$ cat config.mk
export PLATFORM = sky130hd
export DESIGN_NAME = lcd_shift_rx
export DESIGN_NICKNAME = d
export VERILOG_FILES = /design/src/rtl/lcd_shift_rx.sv
export SDC_FILE = /design/constraint.sdc
export NUM_CORES = 1
export LEC_CHECK = 0
export CORE_MARGIN = 5
export CORE_UTILIZATION = 54
export CTS_CLUSTER_SIZE = 40
export DETAILED_ROUTE_END_ITERATION = 16
export PLACE_DENSITY_LB_ADDON = 0.3
export SYNTH_ARGS = -nofsm -noshare
export SYNTH_HDL_FRONTEND = slang
export SYNTH_SLANG_ARGS = --single-unit
$ cat constraint.sdc
create_clock -name clk -period 1.9 [get_ports clk]
set_input_delay 0.57 -clock clk [delete_from_list [all_inputs] [get_ports clk]]
set_output_delay 0.57 -clock clk [all_outputs]
set_load 0.05 [all_outputs]
$ cat src/rtl/lcd_shift_rx.sv
// Serial segment receiver for the panel display link: synchronised shift and latch.
// Define LCD_RX_FRAMECHK_EN to add frame length checking and the frame_err pulse.
module lcd_shift_rx #(
    parameter int SEG_W = 64
) (
    input  logic             clk,
    input  logic             rst_n,
    input  logic             sclk,
    input  logic             sdata,
    input  logic             sload,
    input  logic             sclr_n,
    output logic [SEG_W-1:0] seg_out,
    output logic             frame_valid,
    output logic             frame_err,
    output logic [7:0]       frame_cnt
);

    logic [1:0]       sclk_sy;
    logic [1:0]       sdata_sy;
    logic [1:0]       sload_sy;
    logic [1:0]       sclr_sy;
    logic             sclk_q;
    logic             sload_q;
    logic [1:0]       gate;
    logic             armed;
    logic             sclk_rise;
    logic             sload_rise;
    logic             clr;
    logic             sbit;
    logic [SEG_W-1:0] shreg;
    logic             good;

    always_ff @(posedge clk or negedge rst_n) begin
        if (!rst_n) begin
            sclk_sy  <= '0;
            sdata_sy <= '0;
            sload_sy <= '0;
            sclr_sy  <= '0;
            sclk_q   <= 1'b0;
            sload_q  <= 1'b0;
            gate     <= '0;
        end else begin
            sclk_sy  <= {sclk_sy[0], sclk};
            sdata_sy <= {sdata_sy[0], sdata};
            sload_sy <= {sload_sy[0], sload};
            sclr_sy  <= {sclr_sy[0], sclr_n};
            sclk_q   <= sclk_sy[1];
            sload_q  <= sload_sy[1];
            if (gate != 2'd3) gate <= gate + 2'd1;
        end
    end

    // Pins already high at reset release must not look like fresh edges.
    assign armed      = (gate == 2'd3);
    assign sclk_rise  = armed & sclk_sy[1] & ~sclk_q;
    assign sload_rise = armed & sload_sy[1] & ~sload_q;
    assign clr        = ~sclr_sy[1];
    assign sbit       = sdata_sy[1];

`ifdef LCD_RX_FRAMECHK_EN
    localparam int CW = $clog2(SEG_W + 2);
    localparam logic [CW-1:0] FULL = CW'(SEG_W);
    localparam logic [CW-1:0] SAT  = CW'(SEG_W + 1);
    logic [CW-1:0] bit_cnt;

    assign good = (bit_cnt == FULL);

    always_ff @(posedge clk or negedge rst_n) begin
        if (!rst_n) begin
            bit_cnt   <= '0;
            frame_err <= 1'b0;
        end else begin
            frame_err <= 1'b0;
            if (clr) begin
                bit_cnt <= '0;
            end else if (sload_rise) begin
                frame_err <= ~good;
                bit_cnt   <= sclk_rise ? CW'(1) : '0;
            end else if (sclk_rise && bit_cnt != SAT) begin
                bit_cnt <= bit_cnt + CW'(1);
            end
        end
    end
`else
    assign good      = 1'b1;
    assign frame_err = 1'b0;
`endif

    always_ff @(posedge clk or negedge rst_n) begin
        if (!rst_n) begin
            shreg       <= '0;
            seg_out     <= '0;
            frame_valid <= 1'b0;
            frame_cnt   <= '0;
        end else begin
            frame_valid <= 1'b0;
            if (clr) begin
                shreg   <= '0;
                seg_out <= '0;
            end else begin
                // Latch sees the pre-shift register on a coincident sclk edge.
                if (sload_rise && good) begin
                    seg_out     <= shreg;
                    frame_valid <= 1'b1;
                    frame_cnt   <= frame_cnt + 8'd1;
                end
                if (sclk_rise) shreg <= {shreg[SEG_W-2:0], sbit};
            end
        end
    end

endmodule

==> metrics <==
initial drt markers=234; CTS tree=done; hold bufs inserted after CTS=1; hpwl dp=6.92 mm; Async SR Flop Fraction=1.00; # nets final=551; hold slack=349 ps; total power draw=7.29 mW; first-pass GRT wire length=19.1 mm; vias=3814; H-tree level count=4; hold depth=0; routability cong.=0.756; Core Rows=37; unrepaired setup endpoints after global routing=no; 1st-pass router iterations=4; total of flip-flops plus latches after synthesis=149; EDFF count, synth=0; Post-CTS Resized=0; area grow syn2layout=23.8%; Core Region=10300 um2; Crit path depth=1; post-route ant nets=0; area share of the largest cell type after synthesis=0.653; Initial Utilization=0.553; share of layout cells above drive strength 1=0.228; outcome=finished, final reports clean; critical path's top delay family=flip-flops; width of the die=113 um; reg2reg path depth=4; clk sinks=149; crit path time final=1780 ps; Cells after Synth=468; pwr dens=1030 nW/um2; Unique masters post-synth=24; DR vias/cell=5.51; Worst VDD drop=649 uV; reg2reg end=frame_cnt[1]; Die Y=113 um; HP Class=flip-flop to flip-flop; final setup fails=0; vias in the first global route=3762; worst endpoint required time=1330 ps; Met3 Wirelength=607 um; largest net degree at the start of global routing=51; fin. max-slew vios=0; DR top layer=met4; Commonest cells post-synth=149 x dfrtp_1, 131 x nand2_1, 64 x a22o_1, 34 x a21boi_0, 30 x a21boi_1; Max Freq=561 MHz; sequential cell area fraction in the yosys report=0.653; RR Startpoint=gate[0]; dominant synthesized flop cell=dfrtp_1; IO Count=80; final wirelength=11.3 mm; most repeated cell in the gate-level netlist after synthesis=dfrtp_1; CTS max path bufs=2; # diodes=0; CP max stage delay=510 ps; R2R Setup Slk=230 ps; Startpoint Class=flip-flop; syn avg cell area=12.2 um2; critical path class=flip-flop to output pin; Final Hold Vio Count=0; Net Count, Synth=476; fill cell count=761; clk_lat worst skew=520 ps; post-synthesis cell area=5710 um2; met1 WL=5.13 mm; Critical Path End Type=output pin; maximum capacitance violations=0; # port buffers=78; Die Area=12700 um2; Remaining DRCs=0; maximum fanout along the worst path=5; Worst Skew=12.0 ps; top cells by area, synth=dfrtp_1 65%, a22o_1 9.8%, nand2_1 8.6%; CP max-delay cell=dfrtp_1; wire per inst=16.4 um; min-delay src=sload_sy[0]; clk root buf=clkbuf_8; CP bufs+invs=1; crit path cell chain=buf_12; clock slew at reported path FFs=60 ps; Syn. warnings=0; metal2 WL=5.49 mm; Leakage Power=3.33 nW; Hold Path Sink=sload_sy[1]; Post-CTS Setup Inserts=0; setup TNS=0 ps; Tcrit/Tclk final=0.939; crit path DAT=1210 ps; initial antenna violation count=0; total global routing overflow=0; largest area contributor in the netlist=dfrtp_1; total CTS buffers=17; GRT Overall Usage=0.190
[where the power goes]
part	total, mW	switching (mW)	internal [mW]	leakage (nW)
sequential	3.32	0.0909	3.23	2.04
combinational	0.638	0.406	0.232	1.01
clock	3.32	1.25	2.07	0.280
total	7.29	1.75	5.54	3.33
[layout by cell type (no fill, tap or decap), types with 2 or more instances in the layout]
master	count
nand2_1	131
buf_4	79
nand4_1	2
ha_1	2
a22o_1	64
clkbuf_1	2
clkbuf_16	16
clkbuf_8	3
dfrtp_1	148
buf_12	8
a21boi_1	30
clkinv_4	3
clkinvlp_4	4
clkdlybuf4s50_1	4
and3_1	2
xnor2_1	6
mux2_2	2
bufinv_16	3
a21boi_0	34
[metal layers]
| metal | vias to the layer above | global-route usage |
|---|---|---|
| met3 | 8 | 0.0652 |
| li1 | 1759 | - |
| met2 | 85 | 0.289 |
| met1 | 1962 | 0.263 |
| met5 | - | 0 |
| met4 | 0 | 0.0505 |
[state kept, by name, indices dropped and copies added, names as in the netlist]
signal       flops
sclk_sy          2
sdata_sy         2
seg_out         64
frame_cnt        8
shreg           64
frame_valid      1
sclr_sy          2
sload_q          1
sload_sy         2
sclk_q           1
gate             2
[final cells by class]
type,instances,area (um2),area share
clock inverters,11,151,0.0214
multi-input cells,282,1760,0.249
flip-flops and latches,149,3730,0.527
repair buffers,93,815,0.115
well taps,136,170,0.0241
clock buffers,21,449,0.0635
[worst max-delay path by stage]
stage	to	slack, ps	from
finish	frame_cnt[2]	120	frame_cnt[2]
floorplan	seg_out[0]	440	gate[0]
global route	frame_cnt[2]	70	frame_cnt[2]
detailed placement	frame_cnt[1]	220	gate[0]
CTS	frame_cnt[2]	90	frame_cnt[2]
global placement	frame_cnt[1]	320	gate[0]
[logic make-up after synthesis]
logic type | count (synthesis) | share of synthesized area
flops | 149 | 0.653
buf+inv | 37 | 0.0403
simple gates | 140 | 0.101
compound gates | 129 | 0.184
mux | 2 | 0.00394
other cells | 1 | 0.000656
fa+ha+maj | 2 | 0.00438
xor+xnor | 8 | 0.0136
[per-stage QoR]
step | std cells | utilization | setup WS [ps] | area (um2)
3_3_place_gp | 659 | 0.626 | 316 | 6460
3_5_place_dp | 659 | 0.626 | 225 | 6460
5_1_grt | 692 | 0.685 | 71.9 | 7070
4_1_cts | 692 | 0.685 | 91.6 | 7070
2_1_floorplan | 468 | - | 438 | 5710
6_report | 692 | 0.685 | 116 | 7070
(Power assumes the default switching activity.)
==> RTL edit: new RTL, config.mk and constraints unchanged <==
The parameter `SEG_W` goes from 64 to 60.
--- a/src/rtl/lcd_shift_rx.sv
+++ b/src/rtl/lcd_shift_rx.sv
@@ -3,3 +3,3 @@
 module lcd_shift_rx #(
-    parameter int SEG_W = 64
+    parameter int SEG_W = 60
 ) (
Interface: changed (resized seg_out); port bits go from 80 to 76. No check against the original RTL was run, so the function may have changed too.
==> RTL edit against the original RTL <==
Design area is 5.4% lower; via count is 5.6% lower; wire length is 5.5% lower; area after synthesis is 6.5% lower; maximum frequency is 2.0% higher; sequential cell count is 8 lower; setup slack better by 0.035 ns; total power is 2.5% lower; worst hold slack better by 0.00083 ns; critical path type unchanged; largest power group is now clock.
==> RTL edit: results <==
INSERT INTO impl_metrics (metric_group, metric, value, unit) VALUES
('sta', 'timing.clock.skew', '0.00797', 'ns'),
('final_layout', 'fill_cells', '712', ''),
('routing', 'drt-initial-drc-count', '250', ''),
('outcome', 'result_of_the_run', 'finished clean', ''),
('place', 'finalWeightedCongestion', '0.754', ''),
('power', 'power.static_leakage', '3.17', 'nW'),
('logic_synthesis', 'synth.lib_cells_used.distinct', '20', ''),
('final_layout', 'final_layout_size_suffix_gt1_share', '22.9', '%'),
('setup_path', 'worst-endpoint-arrival', '1.18', 'ns'),
('setup_path', 'largest_stage_delay_worst_path', '0.43', 'ns'),
('place', 'placement.io_buffers', '74', ''),
('routing', 'post_detailed_route_wirelength_per_cell', '16.2', 'um'),
('grt', 'via_count_of_the_first_global_routing_pass', '3734', ''),
('grt', 'grt_pass1_wl', '18.4', 'mm'),
('logic_synthesis', 'synth_seq_area_share', '66.1', '%'),
('place', 'dp_hpwl', '6.53', 'mm'),
('logic_synthesis', 'ys_top_cells_by_count', 'dfrtp_1 (141), nand2_1 (123), a22o_1 (60)', ''),
('final_layout', 'biggestRegsByFlops', 'seg_out: 60 flops, shreg: 60 flops, frame_cnt: 8 flops', ''),
('grt', 'grt_start_max_net_pins', '61', ''),
('sta', 'fin_hold_ws', '0.350', 'ns');
RTL edit: layout make-up:
cell class	count	area, um^2	share of cell area [%]
Tap cell	133	166	2.49
Clock buffer	18	428	6.39
Sequential cell	141	3530	52.7
Multi-Input combinational cell	266	1630	24.4
Clock inverter	14	190	2.84
Timing Repair Buffer	89	747	11.2
RTL edit: kinds of logic (layout without fill, tap and decap cells):
kind of cell,Yosys count,count (layout),share of synthesized area (%)
flops,141,141,66.1
other cells,1,1,0.0702
simple gates,132,132,9.84
compound gates,121,121,18.4
buf+inv,35,121,3.42
mux,2,2,0.422
xor+xnor,8,8,1.31
fa+ha+maj,2,2,0.468
RTL edit: what timing repair did:
action	in CTS	in global routing
hold buffers	1	0
resized for setup	0	0
endpoints found under the hold margin	27	0
RTL edit: power by group:
part,internal (W),switching (W)
combinational,0.000169,0.000380
sequential,0.00306,0.0000648
clock,0.00217,0.00126
RTL edit: through the flow:
stage | cell area, um^2 | setup WS, ns | total power, W | std cells | utilization, %
after global routing | 6690 | 0.101 | 0.00736 | 661 | 68.8
after CTS | 6690 | 0.127 | 0.00716 | 661 | 68.8
after detailed placement | 6070 | 0.241 | 0.00374 | 628 | 62.3
after floorplan | 5340 | 0.368 | 0.00351 | 442 | -
final | 6690 | 0.151 | 0.00710 | 661 | 68.8
after global placement | 6070 | 0.281 | 0.00372 | 628 | 62.3
RTL edit: metal layers:
layer  global-route usage, %  vias to the layer above  share of wire, %  routed length (um)
met2                    31.7                      101                50                5310
met3                    4.17                       17               5.1                 544
met4                    8.55                        0               1.7                 177
met1                    26.5                     1816                44                4670
li1                        -                     1667                 -                   -
met5                       0                        -                 0                   0
RTL edit: how the worst max path moves through the flow:
stage	depth (start not counted)	from	slack [ns]	endpoint
6_report	1	frame_cnt[2]	0.15	frame_cnt[2]
5_1_grt	1	frame_cnt[2]	0.10	frame_cnt[2]
4_1_cts	1	frame_cnt[2]	0.13	frame_cnt[2]
3_5_place_dp	4	gate[0]	0.24	frame_cnt[1]
3_3_place_gp	4	gate[0]	0.28	frame_cnt[1]
2_1_floorplan	6	gate[0]	0.37	seg_out[14]
